### src/rtl/pwm_decoder_pkg.sv
// ---------------------------------------------------------------------------
// pwm_decoder_pkg : shared FSM encoding and default sizing for the PWM decoder
// Rev 1.0
// ---------------------------------------------------------------------------
`default_nettype none

package pwm_decoder_pkg;

  localparam int DEF_R          = 8;
  localparam int DEF_TIMER_BITS = 8;
  // ~2 kHz tick from the reference system clock
  localparam int FV_2KHZ        = 195;

  typedef enum logic [1:0] {
    ST_IDLE    = 2'd0,
    ST_ARM     = 2'd1,
    ST_MEASURE = 2'd2
  } state_t;

endpackage

`default_nettype wire

### src/rtl/pwm_decoder_if.sv
// ---------------------------------------------------------------------------
// pwm_decoder_if : control/measurement bundle between a PWM decoder and its user
// Rev 1.0
// ---------------------------------------------------------------------------
`default_nettype none

interface pwm_decoder_if #(
  parameter int R          = pwm_decoder_pkg::DEF_R,
  parameter int TIMER_BITS = pwm_decoder_pkg::DEF_TIMER_BITS
);
  logic [TIMER_BITS-1:0] FINAL_VALUE;
  logic                  enable;
  logic                  pwm_in;
  logic [R:0]            duty_out;
  logic                  duty_valid;
  logic                  stuck;

  modport master (
    output FINAL_VALUE, enable, pwm_in,
    input  duty_out, duty_valid, stuck
  );

  modport slave (
    input  FINAL_VALUE, enable, pwm_in,
    output duty_out, duty_valid, stuck
  );
endinterface

`default_nettype wire

### src/rtl/mod_timer.sv
// ---------------------------------------------------------------------------
// mod_timer : modulo-(FINAL_VALUE+1) prescaler emitting a one-cycle done tick
// Rev 1.0
// ---------------------------------------------------------------------------
`default_nettype none

module mod_timer #(
  parameter int TIMER_BITS = 8
) (
  input  wire logic                  clk,
  input  wire logic                  rst_n,
  input  wire logic                  i_en,
  input  wire logic                  i_clr,
  input  wire logic [TIMER_BITS-1:0] i_final_value,
  output logic                       o_done
);

  logic [TIMER_BITS-1:0] r_cnt;
  logic                  w_at_end;

  // >= so a lowered terminal count wraps promptly instead of running to all-ones
  assign w_at_end = (r_cnt >= i_final_value);
  assign o_done   = i_en & w_at_end;

  always_ff @(posedge clk or negedge rst_n) begin
    if (!rst_n) begin
      r_cnt <= '0;
    end else if (i_clr) begin
      r_cnt <= '0;
    end else if (i_en) begin
      r_cnt <= w_at_end ? '0 : r_cnt + 1'b1;
    end
  end

endmodule

`default_nettype wire

### src/rtl/pwm_decoder.sv
// ---------------------------------------------------------------------------
// pwm_decoder : measures PWM duty over 2^R prescaler ticks, flags stuck inputs
// Rev 1.0
// ---------------------------------------------------------------------------
`default_nettype none

module pwm_decoder
  import pwm_decoder_pkg::*;
#(
  parameter int R          = DEF_R,
  parameter int TIMER_BITS = DEF_TIMER_BITS
) (
  input wire logic     clk,
  input wire logic     reset_n,
  pwm_decoder_if.slave bus
);

  logic         r_sync1;
  logic         r_sync2;
  logic         r_sync_d;
  logic         w_rise;
  logic         w_fall;
  logic         w_tick;
  logic         w_win_last;
  logic         w_timer_en;
  logic         w_timer_clr;
  state_t       r_state;
  logic [R-1:0] r_window_cnt;
  logic [R:0]   r_high_cnt;
  logic         r_edge_seen;
  logic [R:0]   r_duty_out;
  logic         r_duty_valid;
  logic         r_stuck;

  always_ff @(posedge clk or negedge reset_n) begin
    if (!reset_n) begin
      r_sync1  <= 1'b0;
      r_sync2  <= 1'b0;
      r_sync_d <= 1'b0;
    end else begin
      r_sync1  <= bus.pwm_in;
      r_sync2  <= r_sync1;
      r_sync_d <= r_sync2;
    end
  end

  assign w_rise     = r_sync2 & ~r_sync_d;
  assign w_fall     = ~r_sync2 & r_sync_d;
  assign w_win_last = w_tick && (r_window_cnt == {R{1'b1}});
  assign w_timer_en = (r_state != ST_IDLE);
  // Timer is held at zero while idle and restarted on the edge that enters MEASURE
  assign w_timer_clr = (r_state == ST_IDLE) ||
                       ((r_state == ST_ARM) && (w_rise || w_win_last));

  mod_timer #(
    .TIMER_BITS (TIMER_BITS)
  ) u_timer (
    .clk           (clk),
    .rst_n         (reset_n),
    .i_en          (w_timer_en),
    .i_clr         (w_timer_clr),
    .i_final_value (bus.FINAL_VALUE),
    .o_done        (w_tick)
  );

  always_ff @(posedge clk or negedge reset_n) begin
    if (!reset_n) begin
      r_state      <= ST_IDLE;
      r_window_cnt <= '0;
      r_high_cnt   <= '0;
      r_edge_seen  <= 1'b0;
      r_duty_out   <= '0;
      r_duty_valid <= 1'b0;
      r_stuck      <= 1'b0;
    end else begin
      r_duty_valid <= 1'b0;
      case (r_state)
        ST_IDLE: begin
          r_window_cnt <= '0;
          r_high_cnt   <= '0;
          r_edge_seen  <= 1'b0;
          if (bus.enable) r_state <= ST_ARM;
        end
        ST_ARM: begin
          // window_cnt doubles as the rising-edge timeout counter while armed
          if (!bus.enable) begin
            r_state      <= ST_IDLE;
            r_window_cnt <= '0;
          end else if (w_rise || w_win_last) begin
            r_state      <= ST_MEASURE;
            r_window_cnt <= '0;
            r_high_cnt   <= '0;
            r_edge_seen  <= 1'b0;
          end else if (w_tick) begin
            r_window_cnt <= r_window_cnt + 1'b1;
          end
        end
        ST_MEASURE: begin
          if (w_win_last) begin
            r_duty_out   <= r_high_cnt + {{R{1'b0}}, r_sync2};
            r_duty_valid <= 1'b1;
            r_stuck      <= ~(r_edge_seen | w_rise | w_fall);
            r_window_cnt <= '0;
            r_high_cnt   <= '0;
            r_edge_seen  <= 1'b0;
          end else begin
            r_edge_seen <= r_edge_seen | w_rise | w_fall;
            if (w_tick) begin
              r_window_cnt <= r_window_cnt + 1'b1;
              r_high_cnt   <= r_high_cnt + {{R{1'b0}}, r_sync2};
            end
          end
          // A window finishing on this edge is still delivered above
          if (!bus.enable) begin
            r_state      <= ST_IDLE;
            r_window_cnt <= '0;
            r_high_cnt   <= '0;
            r_edge_seen  <= 1'b0;
          end
        end
        default: r_state <= ST_IDLE;
      endcase
    end
  end

  assign bus.duty_out   = r_duty_out;
  assign bus.duty_valid = r_duty_valid;
  assign bus.stuck      = r_stuck;

endmodule

`default_nettype wire

### src/flat_wrapper.sv
// flat-port wrapper written by rule: the top's interface ports become plain ports
module pwm_decoder_flat import pwm_decoder_pkg::*;
#(
  parameter int R          = DEF_R,
  parameter int TIMER_BITS = DEF_TIMER_BITS
)
  (clk, reset_n, bus_FINAL_VALUE, bus_enable, bus_pwm_in, bus_duty_out, bus_duty_valid, bus_stuck);
  pwm_decoder_if #(.R(R), .TIMER_BITS(TIMER_BITS)) bus_i ();
  input wire logic clk;
  input wire logic reset_n;
  input wire logic [$bits(bus_i.FINAL_VALUE)-1:0] bus_FINAL_VALUE;
  input wire logic [$bits(bus_i.enable)-1:0] bus_enable;
  input wire logic [$bits(bus_i.pwm_in)-1:0] bus_pwm_in;
  output wire logic [$bits(bus_i.duty_out)-1:0] bus_duty_out;
  output wire logic [$bits(bus_i.duty_valid)-1:0] bus_duty_valid;
  output wire logic [$bits(bus_i.stuck)-1:0] bus_stuck;
  assign bus_i.FINAL_VALUE = bus_FINAL_VALUE;
  assign bus_i.enable = bus_enable;
  assign bus_i.pwm_in = bus_pwm_in;
  assign bus_duty_out = bus_i.duty_out;
  assign bus_duty_valid = bus_i.duty_valid;
  assign bus_stuck = bus_i.stuck;
  pwm_decoder #(.R(R), .TIMER_BITS(TIMER_BITS)) u_core (.clk(clk), .reset_n(reset_n), .bus(bus_i));
endmodule
### config.mk
export PLATFORM = sky130hd
export DESIGN_NAME = pwm_decoder_flat
export DESIGN_NICKNAME = d
export VERILOG_FILES = /design/src/rtl/pwm_decoder_pkg.sv /design/src/rtl/pwm_decoder_if.sv /design/src/rtl/mod_timer.sv /design/src/rtl/pwm_decoder.sv /design/src/flat_wrapper.sv
export SDC_FILE = /design/constraint.sdc
export NUM_CORES = 1
export LEC_CHECK = 0
export CAP_MARGIN = 15
export CORE_UTILIZATION = 50
export DETAILED_ROUTE_END_ITERATION = 6
export GPL_TIMING_DRIVEN = 0
export HOLD_SLACK_MARGIN = 0.03
export PLACE_DENSITY = 0.71
export SLEW_MARGIN = 20
export SYNTH_ARGS = -nofsm -noshare
export SYNTH_HDL_FRONTEND = slang
export SYNTH_SLANG_ARGS = --single-unit
### constraint.sdc
create_clock -name clk -period 2.85 [get_ports clk]
set_input_delay 0.855 -clock clk [delete_from_list [all_inputs] [get_ports clk]]
set_output_delay 0.855 -clock clk [all_outputs]
set_load 0.05 [all_outputs]
==> flow_summary_export.csv <==
group,metric,value,unit
setup_path,cpPeakStageDelay,0.48,ns
setup_path,worst_ep_arrival_time,2.97,ns
logic_synthesis,ys.flop_type,"dfrtp_1",
sta,slew_viol_final,0,
floorplan,die-area,0.00526,mm2
place,dp_slack,-0.637,ns
drt,wl,5340,um
floorplan,core-area,0.00475,mm2
setup_path,worstPathCellList,"clkdlybuf4s50_1 -> inv_2 -> ha_4 -> and3_4 -> o21ai_4 -> a21oi_4 -> o2111ai_2 -> and2_4 -> buf_6 -> a221o_1",
sta,max_freq,0.358,GHz
setup_path,required,3.03,ns
finish,drive_gt1_share,18.1,%
setup_path,cp_max_fo,7,
clock_network,clk_latency,0.29,ns
sta,fin_crit_sh,97.9,%
place,port_buffers,22,
logic_synthesis,synth_commonest_cells,"dfrtp_1, nor2_1, nand2_1, inv_1, nand3_1",
grt,use_met3,4.17,%
logic_synthesis,synth-edff-count,0,
finish,area_growth_syn_to_layout,27.4,%
logic_synthesis,synthXorXnorAreaFrac,3.88,%
grt,overflow,0,
power_and_ir_drop,sequentialPowerShare,41.4,%
grt,grt_antenna_before_repair,0,
drt,wl_per_cell,14.6,um
logic_synthesis,synth-simple-area-share,19.3,%
drt,drt-initial-drc-count,103,
logic_synthesis,synthArstFlopShare,100,%
sta,rsz0062_at_grt,"true",
sta,worstMarginPinSlew,0.554,ns
floorplan,pin_count,23,
clock_network,cts_tree,"yes",
sta,period_needed,2.79,ns
grt,grt_first_pass_wirelength,8690,um
power_and_ir_drop,ir_drop,386,uV
power_and_ir_drop,p_comb_share,28.9,%
sta,setup_slack,0.0605,ns
setup_path,r2r.worst_path.cells,7,
floorplan,chipHeight,72.5,um
setup_path,criticalPathCategory,"input port to register",
worst_hold_path,hold_class,"register to register",
floorplan,rows,25,
logic_synthesis,yosysSeqAreaShare,42.3,%
grt,grt_max_degree,27,
finish,diodes,0,
sta,finalHoldViolCount,0,
setup_path,reg2reg_from,"u_core.r_state[1]",
logic_synthesis,syn_area_per_cell,9.59,um2
drt,final_antenna_net_count,0,
finish,design_area,0.00317,mm2
floorplan,start_util,52.3,%
logic_synthesis,synth-seq-cells,42,
sta,relSlewSlack,63.0,%
worst_hold_path,worstHoldStart,"u_core.r_sync1",
drt,drc_errors,0,
setup_path,cp-start-kind,"input port",
power_and_ir_drop,p_sw,0.522,mW
sta,finalSetupViolCount,0,
logic_synthesis,yosysTopAreaCell,"dfrtp_1",
place,postPlaceCellArea,0.00280,mm2
logic_synthesis,synth-compound-area-share,19.8,%
logic_synthesis,synthDominantCellAreaShare,42.3,%
logic_synthesis,yosys.area_share.adder,8.06,%
logic_synthesis,synth_fp_nets,287,
place,gp_congestion,0.823,
logic_synthesis,syn_inst,259,
logic_synthesis,yosysMostFrequentCell,"dfrtp_1",
worst_hold_path,holdPathStages,0,
sta,finalClockSkew,0.00366,ns
setup_path,critPathTopFamily,"compound AO/OA/AOI/OAI gates",
sta,setup_tns,0,ns
logic_synthesis,synth.area.mux_share,2.17,%
logic_synthesis,synth_area,0.00248,mm2
worst_hold_path,min_to,"u_core.r_sync2",
place,dp_hpwl,3610,um
finish,utilization,66.6,%
clock_network,cts_sinks,42,
grt,grtUsageMet2,33.3,%
finish,layout.nets,326,
floorplan,die_w,72.5,um
clock_network,cts_buffers,5,
drt,routed_via_density,5.53,
power_and_ir_drop,swShare,32.2,%
logic_synthesis,synth_top_family_by_area,"compound AO/OA/AOI/OAI gates",
power_and_ir_drop,power_density,512,mW/mm2
logic_synthesis,netlist-cell-type-count,59,
drt,detail_route.first_pass.iterations,4,
setup_path,rrSetupSlack,0.42,ns
clock_network,cts-root-buf,"clkbuf_8",
grt,track_usage,21.4,%
outcome,status,"finished clean",
setup_path,r2r-end,"u_core.r_high_cnt[4]",
job,cap_viol_max_count,0,
power_and_ir_drop,power,1.62,mW
setup_path,critPathCaptureType,"register",
drt,via_count,2019,
logic_synthesis,yosysWarnings,0,
setup_path,worst_path_max_delay_cell,"clkdlybuf4s50_1",
power_and_ir_drop,leakagePower,1.37,nW
power_and_ir_drop,p_clk_share,29.7,%
grt,grt-busiest-layer,"met2",
clock_network,clk_path_buf_depth,2,
clock_network,cts-htree-levels,2,
setup_path,worst-path-buf-inv,3,
clock_network,clkTransAtPathRegs,0.08,ns
grt,met1_usage,30.7,%
logic_synthesis,synth_area_leaders,"dfrtp_1, ha_1, nand3_1, nor2_1, xor2_1",
power_and_ir_drop,p_int,1.10,mW
grt,grt_pass1_vias,1845,
## sequential cells by signal, summed over array words and instances, names as in the netlist
name,count
u_core.bus.duty_out,9
u_core.bus.duty_valid,1
u_core.bus.stuck,1
u_core.r_edge_seen,1
u_core.r_high_cnt,9
u_core.r_state,2
u_core.r_sync1,1
u_core.r_sync2,1
u_core.r_sync_d,1
u_core.r_window_cnt,8
u_core.u_timer.r_cnt,8
## power by group through the flow
| stage | clock [mW] | sequential, mW | combinational (mW) |
|---|---|---|---|
| 2_1_floorplan | 0 | 0.669 | 0.283 |
| 3_3_place_gp | 0 | 0.677 | 0.371 |
| 3_5_place_dp | 0 | 0.678 | 0.383 |
| 4_1_cts | 0.499 | 0.667 | 0.419 |
| 5_1_grt | 0.515 | 0.676 | 0.518 |
| 6_report | 0.481 | 0.671 | 0.469 |
## final cells by class
| class | count | area [um2] |
|---|---|---|
| tap | 67 | 83.8 |
| inverter | 20 | 75.1 |
| buffer | 6 | 31.3 |
| timing repair buffer | 33 | 318 |
| multi-input combinational | 190 | 1500 |
| clock inverter | 1 | 30.0 |
| fill | 396 | 1590 |
| clock buffer | 6 | 82.6 |
| sequential | 42 | 1050 |
## cells by family (layout without fill, tap and decap cells)
| group | after synthesis | in the layout |
|---|---|---|
| buf+inv | 27 | 66 |
| mux | 5 | 5 |
| fa+ha+maj | 16 | 16 |
| xor+xnor | 11 | 11 |
| compound gates | 64 | 64 |
| flops | 42 | 42 |
| simple gates | 94 | 94 |
## placed cells by master (no fill, tap or decap), types with 2 or more instances in the layout
cell type,n
a211oi_1,2
a21o_1,5
a21oi_1,6
a221o_1,5
a31oi_1,5
and3_1,3
buf_4,8
buf_6,3
clkbuf_1,3
clkbuf_8,6
clkdlybuf4s50_1,21
dfrtp_1,42
ha_1,11
ha_4,5
inv_1,17
inv_2,2
mux2_4,2
mux2i_1,2
nand2_1,20
nand3_1,18
nand3_2,2
nand4_1,3
nor2_1,24
nor2b_1,5
nor2b_4,2
nor3_1,3
nor4_1,4
o211ai_1,3
o21ai_0,10
o21ai_4,3
o31a_1,2
or3_1,2
xnor2_1,2
xor2_1,9
## per-stage QoR
step	hold slack (ns)	instances
global placement	0.334	348
CTS	0.359	362
detailed placement	0.340	349
finish	0.356	365
global route	0.372	365
floorplan	0.331	259
## metal layers
layer	up-vias	wire length [um]
met2	30	2520
li1	1018	-
met5	-	0
met4	0	48
met1	966	2630
met3	5	136
## what timing repair did
| action | in CTS | in global routing |
|---|---|---|
| endpoints found under the setup margin | 30 | 27 |
| setup buffers | 7 | 3 |
| hold buffers | 0 | 0 |
| gates resized for setup | 13 | 16 |
| gates cloned | 0 | 0 |
| pin swaps | 5 | 13 |
## worst max path at each step
| stage | start | to | slack [ns] | cells after the start |
|---|---|---|---|---|
| global route | bus_FINAL_VALUE[3] | u_core.r_high_cnt[7] | -0.02 | 10 |
| finish | bus_FINAL_VALUE[2] | u_core.r_high_cnt[4] | 0.06 | 10 |
| CTS | bus_FINAL_VALUE[1] | u_core.bus.duty_out[0] | -0.06 | 9 |
| global placement | bus_FINAL_VALUE[2] | u_core.bus.duty_out[8] | -0.59 | 9 |
| detailed placement | bus_FINAL_VALUE[1] | u_core.bus.duty_out[8] | -0.64 | 9 |
| floorplan | bus_FINAL_VALUE[1] | u_core.r_high_cnt[0] | 0.14 | 9 |
No activity file was read; power rests on OpenSTA's default activity.
